File: src/rtl/pipe_stage_reg.sv
// pipe_stage_reg: WIDTH-bit pipeline stage register with valid/ready handshake,
// a two-entry skid buffer (in_ready is a pure function of state flops) and a
// synchronous flush that squashes held entries and counts them.
//
// Ports:
//   clk          rising-edge clock
//   reset        asynchronous active-low reset
//   in_valid     upstream has data on in_data
//   in_ready     stage can accept (state flop decode, no path from out_ready)
//   in_data      upstream payload
//   out_valid    out_data holds a valid entry
//   out_ready    downstream accepts
//   out_data     payload to downstream (main register)
//   flush        synchronous squash of all held entries
//   occupancy    entries held: 0, 1 or 2
//   flush_drops  saturating count of entries discarded by flush
module pipe_stage_reg #(
  parameter int unsigned      WIDTH       = 32,
  parameter logic [WIDTH-1:0] RESET_VALUE = '0
) (
  input  logic             clk,
  input  logic             reset,
  input  logic             in_valid,
  output logic             in_ready,
  input  logic [WIDTH-1:0] in_data,
  output logic             out_valid,
  input  logic             out_ready,
  output logic [WIDTH-1:0] out_data,
  input  logic             flush,
  output logic [1:0]       occupancy,
  output logic [7:0]       flush_drops
);

  localparam int unsigned CNT_W   = 8;
  localparam int unsigned OCC_W   = 2;
  localparam logic [CNT_W-1:0] CNT_MAX = '1;

  // Encoding chosen so the state flops are the occupancy count directly.
  typedef enum logic [OCC_W-1:0] {
    S_EMPTY = 2'b00,
    S_ONE   = 2'b01,
    S_FULL  = 2'b10
  } state_e;

  state_e             state_q, state_d;
  logic [WIDTH-1:0]   main_q, main_d;
  logic [WIDTH-1:0]   skid_q, skid_d;
  logic [CNT_W-1:0]   drops_q, drops_d;

  logic               in_fire_c;
  logic               out_fire_c;
  logic [OCC_W-1:0]   drop_n_c;
  logic [CNT_W:0]     drop_sum_c;

  // Handshake outputs decoded straight from state flops.
  assign in_ready    = ~state_q[1];
  assign out_valid   = state_q[1] | state_q[0];
  assign occupancy   = state_q;
  assign out_data    = main_q;
  assign flush_drops = drops_q;

  assign in_fire_c  = in_valid & in_ready;
  assign out_fire_c = out_valid & out_ready;

  // Entries discarded by a flush: those held, less one delivered this cycle.
  assign drop_n_c   = state_q - OCC_W'(out_fire_c);
  assign drop_sum_c = {1'b0, drops_q} + (CNT_W+1)'(drop_n_c);

  // Next-state, data-path and counter logic.
  always_comb begin
    state_d = state_q;
    main_d  = main_q;
    skid_d  = skid_q;
    drops_d = drops_q;

    if (flush) begin
      state_d = S_EMPTY;
      drops_d = drop_sum_c[CNT_W] ? CNT_MAX : drop_sum_c[CNT_W-1:0];
    end else begin
      case (state_q)
        S_EMPTY: begin
          if (in_fire_c) begin
            main_d  = in_data;
            state_d = S_ONE;
          end
        end
        S_ONE: begin
          if (in_fire_c && out_fire_c) begin
            main_d = in_data;
          end else if (in_fire_c) begin
            skid_d  = in_data;
            state_d = S_FULL;
          end else if (out_fire_c) begin
            state_d = S_EMPTY;
          end
        end
        S_FULL: begin
          if (out_fire_c) begin
            main_d  = skid_q;
            state_d = S_ONE;
          end
        end
        default: state_d = S_EMPTY;
      endcase
    end
  end

  // State, data and counter registers.
  always_ff @(posedge clk or negedge reset) begin
    if (!reset) begin
      state_q <= S_EMPTY;
      main_q  <= RESET_VALUE;
      skid_q  <= RESET_VALUE;
      drops_q <= '0;
    end else begin
      state_q <= state_d;
      main_q  <= main_d;
      skid_q  <= skid_d;
      drops_q <= drops_d;
    end
  end

endmodule

File: config.mk
export PLATFORM = sky130hd
export DESIGN_NAME = pipe_stage_reg
export DESIGN_NICKNAME = d
export VERILOG_FILES = /design/src/rtl/pipe_stage_reg.sv
export SDC_FILE = /design/constraint.sdc
export NUM_CORES = 1
export LEC_CHECK = 0
export ABC_AREA = 1
export BUFFER_PORTS_ARGS = -buffer_cell sky130_fd_sc_hd__buf_2
export CAP_MARGIN = 5
export CORE_MARGIN = 2
export CORE_UTILIZATION = 35
export CTS_BUF_LIST = sky130_fd_sc_hd__clkbuf_4 sky130_fd_sc_hd__clkbuf_8
export CTS_CLUSTER_SIZE = 16
export DETAILED_ROUTE_END_ITERATION = 8
export GPL_TIMING_DRIVEN = 0
export PLACE_DENSITY_LB_ADDON = 0.25
export SYNTH_ARGS = -nofsm -noshare
export SYNTH_HDL_FRONTEND = slang
export SYNTH_SLANG_ARGS = --single-unit
File: constraint.sdc
create_clock -name clk -period 2.5 [get_ports clk]
set_clock_uncertainty 0.15 [all_clocks]
set_input_delay 0.5 -clock clk [delete_from_list [all_inputs] [get_ports clk]]
set_output_delay 0.5 -clock clk [all_outputs]
set_load 0.02 [all_outputs]
==> run_results.csv, run 1 <==
group,metric,value,unit
power,pwr-share-seq,0.440,
detailed_routing,num_vias,3302,
yosys,ys_seq_elements,74,
placed_design,dpl.hpwl,6.478,mm
layout,finalNonFillerCells,706,
clock_tree,root_buffer,"clkbuf_8",
grt,gr-usage-met1,0.2226,
detailed_routing,drtIter0Drc,107,
clock_tree,clk_pin_slew,0.08,ns
timing,hold_viol_final,0,
grt,use_met2,0.2862,
yosys,yosys_warnings,0,
yosys,syn_area,3671,sq um
floorplan,num_io_pins,81,
setup_path,cp.arrival,2.38,ns
power,power.leakage,2.554,nW
placed_design,gp_congestion,0.7957,
power,switching_share,0.3815,
grt,grt_overflow,0,
setup_path,crit_family,"adder cells",
timing,hold_ws,0.2391,ns
detailed_routing,ant_nets,0,
layout,area_delta_synth_final,22.77,%
floorplan,row_count,37,
timing,min_period_over_period,0.9124,
layout,fin_nets,606,
floorplan,initial_core_util,0.3588,
yosys,synth_top_area_frac,0.5044,
clock_tree,cts_sinks,74,
yosys,synth_nets,515,
timing,worstMarginPinSlew,0.5010,ns
run,max_cap_viol_count,0,
run_status,outcome,"finished, final reports clean",
power,p_switching,0.001594,W
detailed_routing,postRouteWirelength,9.091,mm
grt,grt_pass1_vias,3293,
setup_path,crit_chain,"buf_4 -> nor2_4 -> nor2_1 -> ha_1 -> inv_1 -> ha_1 -> fa_2 -> nand3_2 -> nor2_2 -> nand2_1 -> nand3_1 -> nand2_1 -> inv_1",
timing,fmax,0.4384,GHz
floorplan,die_w,106.4,um
timing,setup_violations,0,
grt,met3_usage,0.04169,
yosys,synth_top_cell_by_area,"dfrtp_1",
detailed_routing,viasPerCell,4.677,
setup_path,start_kind,"flip-flop",
timing,fin_setup_tns,0,ns
layout,final_common_cell,"nand2_1",
detailed_routing,first_pass_iters,4,
power,power.internal,0.002584,W
setup_path,cp_slowest_cell,"dfrtp_1",
floorplan,die-area,11320,sq um
layout,n_antenna_cell,0,
power,p_per_area,927.1,nW/um^2
yosys,yosysSeqAreaShare,0.5044,
yosys,syn_inst,474,
detailed_routing,detail_route.wl_per_cell,12.88,um
power,ir_drop,0.3895,mV
timing,max-slew-margin-rel,0.6660,
setup_path,worstSetupPathType,"flip-flop to flip-flop",
setup_path,endpoint_kind,"flip-flop",
grt,track_usage,0.1724,
clock_tree,clockBufferDepth,2,
yosys,synth_area_leaders,"dfrtp_1 50%, nand2_1 19%, nand4_1 5.8%, nand3_1 5.5%, inv_1 4.9%",
grt,antenna_found_initial,0,
power,comb_power_share,0.325,
setup_path,critPathRequiredTime,2.60,ns
layout,mostFrequentLayoutCells,"181 x nand2_1, 93 x buf_2, 73 x dfrtp_1",
timing,timing.final.max_slew_violations,0,
setup_path,worstPathMaxFanout,10,
clock_tree,cts_buffers,9,
floorplan,die_h,106.4,um
power,clkPwrFrac,0.235,
timing,period_needed,2.281,ns
clock_tree,clock_latency,0.34,ns
grt,grt_pass1_wl,15.61,mm
detailed_routing,drc,0,
placed_design,post-place-cells,690,
grt,grt-busiest-layer,"met2",
setup_path,max_stage_delay,0.39,ns
floorplan,coreArea,10230,sq um
timing,grt_setup_unrepaired,"false",
clock_tree,htreeDepth,3,
yosys,ys_types,22,
setup_path,critPathBufInv,3,
layout,drive_gt1_frac,0.2368,
clock_tree,cts_tree,"done",
placed_design,io_buffer_count,79,
yosys,synth_area_per_cell,7.745,sq um
worst_hold_path,holdCritPathClass,"input pin to flip-flop",
grt,grt_start_max_net_pins,56,
-- what timing repair did --
action / CTS / global route
hold buffers: 1 / 0
endpoints found under the hold margin: 19 / 0
setup buffers: 0 / 0
gates resized for setup: 1 / 8
endpoints found under the setup margin: 8 / 8
-- worst min-delay path, stage by stage --
cell,delay [ns]
buf_2,0.10
inv_1,0.04
o21ai_1,0.06
-- final cells by class --
cell class / instances / area [sq um]
fillers: 1067 / 5724
flip-flops and latches: 74 / 1853
multi-input cells: 318 / 1473
repair buffers: 81 / 435.4
inverters: 52 / 195.2
plain buffers: 29 / 172.7
well taps: 136 / 170.2
clock buffers: 11 / 145.1
clock inverters: 5 / 62.56
-- state kept, by name, summed over array words and instances (netlist names) --
signal / cells
flush_drops: 8
skid_q: 32
out_data: 32
occupancy: 2
-- power by group through the flow --
| stage | logic, W | clock network (W) | registers [W] |
|---|---|---|---|
| final | 0.00136 | 0.000981 | 0.00184 |
| after global placement | 0.00133 | 0 | 0.00184 |
| after CTS | 0.00137 | 0.00102 | 0.00184 |
| after global routing | 0.00154 | 0.00106 | 0.00189 |
| after floorplan | 0.000618 | 0 | 0.00211 |
| after detailed placement | 0.00137 | 0 | 0.00186 |
-- cells by family after synthesis --
logic type | after synthesis | synth area share
buf+inv | 82 | 0.1005
simple gates | 272 | 0.3204
xor+xnor | 1 | 0.002386
compound gates | 41 | 0.05658
flops | 74 | 0.5044
fa+ha+maj | 4 | 0.01568
-- stage by stage --
| step | setup WS [ns] | total power [W] | cell area, sq um | util |
|---|---|---|---|---|
| after floorplan | 0.1071 | 0.002731 | 3671 | - |
| after global placement | -0.1404 | 0.003165 | 4237 | 0.4141 |
| after detailed placement | -0.1674 | 0.003224 | 4267 | 0.4170 |
| after CTS | 0.04741 | 0.004223 | 4486 | 0.4384 |
| after global routing | 0.01952 | 0.004486 | 4507 | 0.4405 |
| final | 0.2190 | 0.004178 | 4507 | 0.4405 |
-- per-layer routing --
layer,share of wire,vias to the layer above
li1,-,1693
met4,0.012,0
met2,0.47,87
met1,0.46,1512
met3,0.057,10
met5,0,-
-- synth_stat cells --
cell and n:
inv_2 4, o31ai_1 1, a21oi_1 2, buf_6 3, nand2_2 2, nor2_1 12
clkbuf_1 4, nand3_2 2, buf_2 16, ha_1 3, o21ai_1 29, fa_1 1
nand3_1 40, dfrtp_1 74, buf_1 2, o21ai_0 9, nand2_1 181, nand4_1 34
buf_4 5, xor2_1 1, or2_2 1, inv_1 48
-- path summary, 6_finish.rpt --
| kind | from | endpoint | slack, ns | cells after the start |
|---|---|---|---|---|
| max | occupancy[1]$_DFFE_PN0P_ | flush_drops[7]$_DFFE_PN0P_ | 0.22 | 13 |
| min | in_data[18] | skid_q[18]$_DFFE_PN0P_ | 0.24 | 3 |
| max reg2reg | occupancy[1]$_DFFE_PN0P_ | flush_drops[7]$_DFFE_PN0P_ | 0.22 | 13 |
| min reg2reg | out_data[27]$_DFFE_PN0P_ | out_data[27]$_DFFE_PN0P_ | 0.32 | 2 |
| max in group asynchronous | reset | occupancy[0]$_DFFE_PN0P_ | 1.20 | 3 |
| min in group asynchronous | reset | out_data[0]$_DFFE_PN0P_ | 0.42 | 2 |
(Power assumes the default switching activity.)
==> inputs of run 2 (changes only) <==
CORE_UTILIZATION = 55   (was 35)
PLACE_DENSITY = 0.81   (was unset)
PLACE_DENSITY_LB_ADDON = unset   (was 0.25)
==> run 2 against run 1 <==
Net effect:
- cell area decreased by 1.1%
- routed wire length decreased by 9.6%
- sequential share of layout area increased by 0.41 points
- global-route usage increased by 6.5 points
- fmax decreased by 2.4%
- critical path type unchanged
- largest cell class unchanged
- highest routed layer unchanged
==> run_results.csv, run 2 (synthesis gave the netlist of run 1 again) <==
group,metric,value,unit
grt,gr-usage-met1,0.3253,
layout,final_common_cell,"nand2_1",
detailed_routing,num_vias,3307,
detailed_routing,ant_nets,0,
grt,antenna_found_initial,0,
clock_tree,clk_pin_slew,0.08,ns
clock_tree,post_cts_buffers,0,
floorplan,die_w,85.70,um
timing,min_period_over_period,0.9353,
setup_path,cp.arrival,2.44,ns
setup_path,worstPathMaxFanout,10,
layout,n_antenna_cell,0,
grt,grt-busiest-layer,"met2",
detailed_routing,drtIter0Drc,222,
placed_design,io_buffer_count,79,
layout,area_delta_synth_final,21.47,%
timing,max-slew-margin-rel,0.6521,
layout,register_area,1852,sq um
placed_design,gp_congestion,0.8074,
clock_tree,cts_tree,"done",
detailed_routing,detail_route.wl_per_cell,12.71,um
timing,hold_viol_final,0,
clock_tree,cts_sinks,74,
run,max_cap_viol_count,0,
floorplan,die-area,7344,sq um
layout,multi_input_area,1475,sq um
setup_path,start_kind,"flip-flop",
detailed_routing,first_pass_iters,4,
floorplan,die_h,85.70,um
run_status,outcome,"finished, final reports clean",
grt,grt_pass1_vias,3001,
power,ir_drop,0.6492,mV
grt,use_met2,0.3750,
grt,grt_pass1_wl,13.70,mm
layout,drive_gt1_frac,0.2368,
floorplan,row_count,29,
timing,fmax,0.4277,GHz
floorplan,num_io_pins,81,
clock_tree,clockBufferDepth,2,
clock_tree,clock_latency,0.36,ns
grt,grt_start_max_net_pins,55,
layout,fin_nets,606,
layout,mostFrequentLayoutCells,"181 x nand2_1, 93 x buf_2, 74 x dfrtp_1",
layout,n_fill_cell,539,
layout,fin_area,4459,sq um
floorplan,coreArea,6386,sq um
timing,worstMarginPinSlew,0.5218,ns
detailed_routing,viasPerCell,5.111,
timing,grt_setup_unrepaired,"false",
clock_tree,htreeDepth,3,
grt,met3_usage,0.05775,
setup_path,rrSetupSlack,0.16,ns
placed_design,dpl.hpwl,5.820,mm
placed_design,place_area,4193,sq um
floorplan,initial_core_util,0.5748,
timing,setup_violations,0,
setup_path,critPathRequiredTime,2.60,ns
detailed_routing,drc,0,
clock_tree,cts_buffers,9,
worst_hold_path,holdCritPathClass,"input pin to flip-flop",
setup_path,endpoint_kind,"flip-flop",
detailed_routing,postRouteWirelength,8.221,mm
power,p_per_area,959.8,nW/um^2
timing,period_needed,2.338,ns
timing,timing.final.max_slew_violations,0,
grt,grt_overflow,0,
setup_path,worstSetupPathType,"flip-flop to flip-flop",
power,p_total,0.004280,W
clock_tree,root_buffer,"clkbuf_8",
grt,track_usage,0.2376,
power,power.leakage,2.574,nW
-- run 2: worst paths after layout --
kind,startpoint,to,cells after the start
worst max-delay path,occupancy[1]$_DFFE_PN0P_,flush_drops[7]$_DFFE_PN0P_,13
worst max register to register,occupancy[1]$_DFFE_PN0P_,flush_drops[7]$_DFFE_PN0P_,13
worst min-delay path,in_data[4],skid_q[4]$_DFFE_PN0P_,3
worst min register to register,out_data[21]$_DFFE_PN0P_,out_data[21]$_DFFE_PN0P_,2
max in group asynchronous,reset,out_data[16]$_DFFE_PN0P_,3
min in group asynchronous,reset,out_data[29]$_DFFE_PN0P_,2
-- run 2: layer usage --
layer	wire length (um)	vias to the layer above
li1	-	1700
met1	3713	1485
met2	3882	111
met3	507	11
met4	116	0
met5	0	-
-- run 2: what timing repair did --
item | CTS | global route
hold buffers | 1 | 0
gates resized for setup | 1 | 7
endpoints found under the setup margin | 8 | 8
cloned | 0 | 0
endpoints found under the hold margin | 20 | 0
-- run 2: final cells by class --
type / count / area share
Tap cell: 77 / 0.02160
Clock inverter: 4 / 0.01655
Buffer: 29 / 0.03872
Sequential cell: 74 / 0.4153
Multi-Input combinational cell: 318 / 0.3308
Inverter: 52 / 0.04377
Clock buffer: 12 / 0.03563
Timing Repair Buffer: 81 / 0.09764
-- run 2: through the flow --
step                setup WS, ns  TNS (ns)  hold slack (ns)    util  instances
detailed placement       -0.1383   -0.8023           0.2530  0.6565        631
CTS                      0.03325         0           0.2250  0.6947        647
global route             0.03152         0           0.2300  0.6983        647
finish                    0.1618         0           0.2301  0.6983        647
floorplan                 0.1071         0          0.05441       -        474
global placement        -0.07328   -0.3871           0.2997  0.6518        630
-- run 2: worst max-delay path, stage by stage (launching register included) --
cell and delay (ns):
dfrtp_1 0.39, buf_4 0.18, nor2_2 0.13, nor2_1 0.08, ha_1 0.28, inv_1 0.04
ha_1 0.20, fa_2 0.36, nand3_2 0.09, nor2_2 0.06, nand2_1 0.09, nand3_1 0.09
nand2_1 0.06, inv_1 0.03
-- run 2: where the power goes --
part	internal [W]	switching, W	leakage, nW	total (W)
logic	0.000484	0.000874	1.54	0.00136
clock network	0.000628	0.000446	0.120	0.00107
registers	0.00160	0.000249	0.917	0.00185
total	0.00271	0.00157	2.57	0.00428
==> inputs of run 3 (changes only) <==
ABC_AREA = unset   (was 1)
PLACE_DENSITY = 0.82   (was 0.81)
==> run 3 against run 2 <==
Net effect:
- clock power decreased by 15%
- first-iteration DRC count fell by 73%
- critical path depth fell by 2
- cell count is 36% lower
- synthesized area shrank 6.9%
==> run_results.csv, run 3 <==
group,metric,value,unit
layout,final_common_cell,"mux2_2",
floorplan,die_h,82.85,um
yosys,synthArstFlopShare,1.000,
yosys,syn_inst,233,
setup_path,worstPathMaxFanout,4,
yosys,synth_compound_area_frac,0.02378,
clock_tree,htreeDepth,3,
detailed_routing,postRouteWirelength,6.345,mm
setup_path,start_kind,"flip-flop",
yosys,ys_types,32,
setup_path,crit_family,"adder cells",
timing,hold_ws,0.2592,ns
run_status,outcome,"finished, final reports clean",
power,ir_drop,0.4747,mV
setup_path,critPathRequiredTime,2.54,ns
timing,worstMarginPinSlew,0.4967,ns
detailed_routing,num_vias,2218,
timing,setup_violations,0,
setup_path,critPathBufInv,2,
setup_path,endpoint_kind,"flip-flop",
floorplan,die-area,6864,sq um
setup_path,cp_slowest_cell,"dfrtp_2",
timing,hold_viol_final,0,
detailed_routing,detail_route.wl_per_cell,15.36,um
run,max_cap_viol_count,0,
yosys,synth_top_area_frac,0.5415,
timing,min_period_over_period,0.9670,
clock_tree,clk_pin_slew,0.07,ns
grt,grt_pass1_wl,10.83,mm
power,power.leakage,1.989,nW
yosys,synth_area_leaders,"dfrtp_1 54%, mux2_2 28%, mux2_4 2.6%, buf_6 2.0%, mux2_1 2.0%",
yosys,synth_top_cell_by_area,"dfrtp_1",
yosys,yosysMostFrequentCell,"mux2_2",
yosys,ys_seq_elements,74,
worst_hold_path,holdCritPathClass,"input pin to flip-flop",
detailed_routing,ant_nets,0,
grt,antenna_found_initial,0,
placed_design,gp_congestion,0.7389,
yosys,yosysSeqAreaShare,0.5415,
yosys,synthXorXnorAreaFrac,0.007684,
yosys,synth_fa_ha_area_frac,0.01683,
layout,drive_gt1_frac,0.6598,
layout,mostFrequentLayoutCells,"84 x mux2_2, 78 x buf_2, 72 x dfrtp_1",
yosys,synth_nets,274,
layout,fin_nets,374,
floorplan,row_count,28,
layout,n_fill_cell,428,
grt,grt_start_max_net_pins,54,
detailed_routing,drtIter0Drc,60,
detailed_routing,drc,0,
placed_design,io_buffer_count,79,
yosys,muxShareOfSynthArea,0.3286,
timing,period_needed,2.418,ns
timing,max-slew-margin-rel,0.6663,
power,p_per_area,824.0,nW/um^2
grt,grt_pass1_vias,2227,
layout,area_delta_synth_final,24.73,%
clock_tree,cts_sinks,74,
yosys,netlist_top_cells_count,"84 x mux2_2, 74 x dfrtp_1, 10 x nand2_1",
floorplan,coreArea,5956,sq um
clock_tree,root_buffer,"clkbuf_8",
setup_path,max_stage_delay,0.45,ns
clock_tree,clockBufferDepth,2,
yosys,yosys_warnings,0,
yosys,synth_top_family_by_area,"multiplexers",
layout,final_util,0.7162,
placed_design,place_area,3979,sq um
placed_design,dpl.hpwl,4.378,mm
yosys,ys.flop_type,"dfrtp_1",
floorplan,die_w,82.85,um
setup_path,crit_chain,"inv_4 -> nand2_4 -> and2_4 -> ha_4 -> inv_1 -> ha_2 -> fa_2 -> and4_4 -> and3_4 -> nor2b_2 -> a41oi_2",
detailed_routing,first_pass_iters,4,
floorplan,num_io_pins,81,
yosys,synth_edf_count,0,
layout,n_antenna_cell,0,
yosys,yosys.area_share.simple,0.04976,
detailed_routing,viasPerCell,5.370,
yosys,syn_area,3420,sq um
clock_tree,cts_buffers,9,
setup_path,worstSetupPathType,"flip-flop to flip-flop",
layout,fin_area,4265,sq um
clock_tree,cts_tree,"done",
grt,grt_overflow,0,
timing,timing.final.max_slew_violations,0,
floorplan,initial_core_util,0.5742,
timing,fmax,0.4137,GHz
timing,fin_setup_tns,0,ns
setup_path,cp.arrival,2.46,ns
grt,track_usage,0.1958,
clock_tree,clock_latency,0.33,ns
yosys,synth_area_per_cell,14.68,sq um
[run 3: cells by family (layout without fill, tap and decap cells)]
logic type                 after synthesis  count (layout)
muxes                                   98              98
DFF                                     74              74
and+or+nand+nor                         30              30
buffers and inverters                   13             118
AOI/OAI and AO/OA                       11              11
adders and majority gates                4               4
xor gates and xnor gates                 3               3
[run 3: metrics by stage]
step	std cells	worst slack (ns)	power [W]
global placement	387	0.008315	0.002568
global route	413	-0.01374	0.003742
detailed placement	388	-0.03002	0.002632
finish	413	0.08250	0.003515
CTS	406	0.01414	0.003553
floorplan	233	0.001548	0.002299
[run 3: worst paths after layout]
kind                                           from                    endpoint  slack, ns  depth (start not counted)
setup / recovery           occupancy[1]$_DFFE_PN0P_  flush_drops[7]$_DFFE_PN0P_       0.08                         11
hold / removal                            out_ready    occupancy[1]$_DFFE_PN0P_       0.26                          2
setup reg to reg           occupancy[1]$_DFFE_PN0P_  flush_drops[7]$_DFFE_PN0P_       0.08                         11
hold reg to reg            out_data[24]$_DFFE_PN0P_    out_data[24]$_DFFE_PN0P_       0.35                          1
max in group asynchronous                     reset    occupancy[1]$_DFFE_PN0P_       1.17                          3
min in group asynchronous                     reset       skid_q[0]$_DFFE_PN0P_       0.45                          2
[run 3: power breakdown]
group / internal [W] / switching, W / leakage [nW]
clock network: 0.000496 / 0.000412 / 0.106
registers: 0.00150 / 0.000182 / 0.895
logic: 0.000456 / 0.000467 / 0.988
[run 3: layout make-up]
class	count	area, sq um	area share
Buffer	10	97.59	0.02288
Clock buffer	11	145.1	0.03403
Clock inverter	5	53.80	0.01261
Inverter	3	16.27	0.003813
Multi-Input combinational cell	146	1509	0.3538
Sequential cell	74	1854	0.4347
Tap cell	75	93.84	0.02200
Timing Repair Buffer	89	495.5	0.1162
[run 3: routing by layer]
layer,part of all wire,wire length (um),up-vias,global-route usage
li1,-,-,1040,-
met2,0.48,3027,64,0.2933
met4,0.015,93,0,0.06706
met3,0.049,311,8,0.04771
met1,0.46,2912,1106,0.2819
met5,0,0,-,0
[run 3: worst reg2reg max path: stages (launching register included)]
cell and delay, ns:
dfrtp_2 0.45, inv_4 0.08, nand2_4 0.05, and2_4 0.13
ha_4 0.24, inv_1 0.03, ha_2 0.18, fa_2 0.36
and4_4 0.20, and3_4 0.20, nor2b_2 0.12, a41oi_2 0.09
[run 3: timing repair]
item                       in CTS  in global routing
gates resized for setup         0                  4
setup buffers                   1                  7
hold buffers                    1                  0
hold endpoints to repair       21                  0
setup endpoints to repair       4                  5
pin swaps                       0                  0
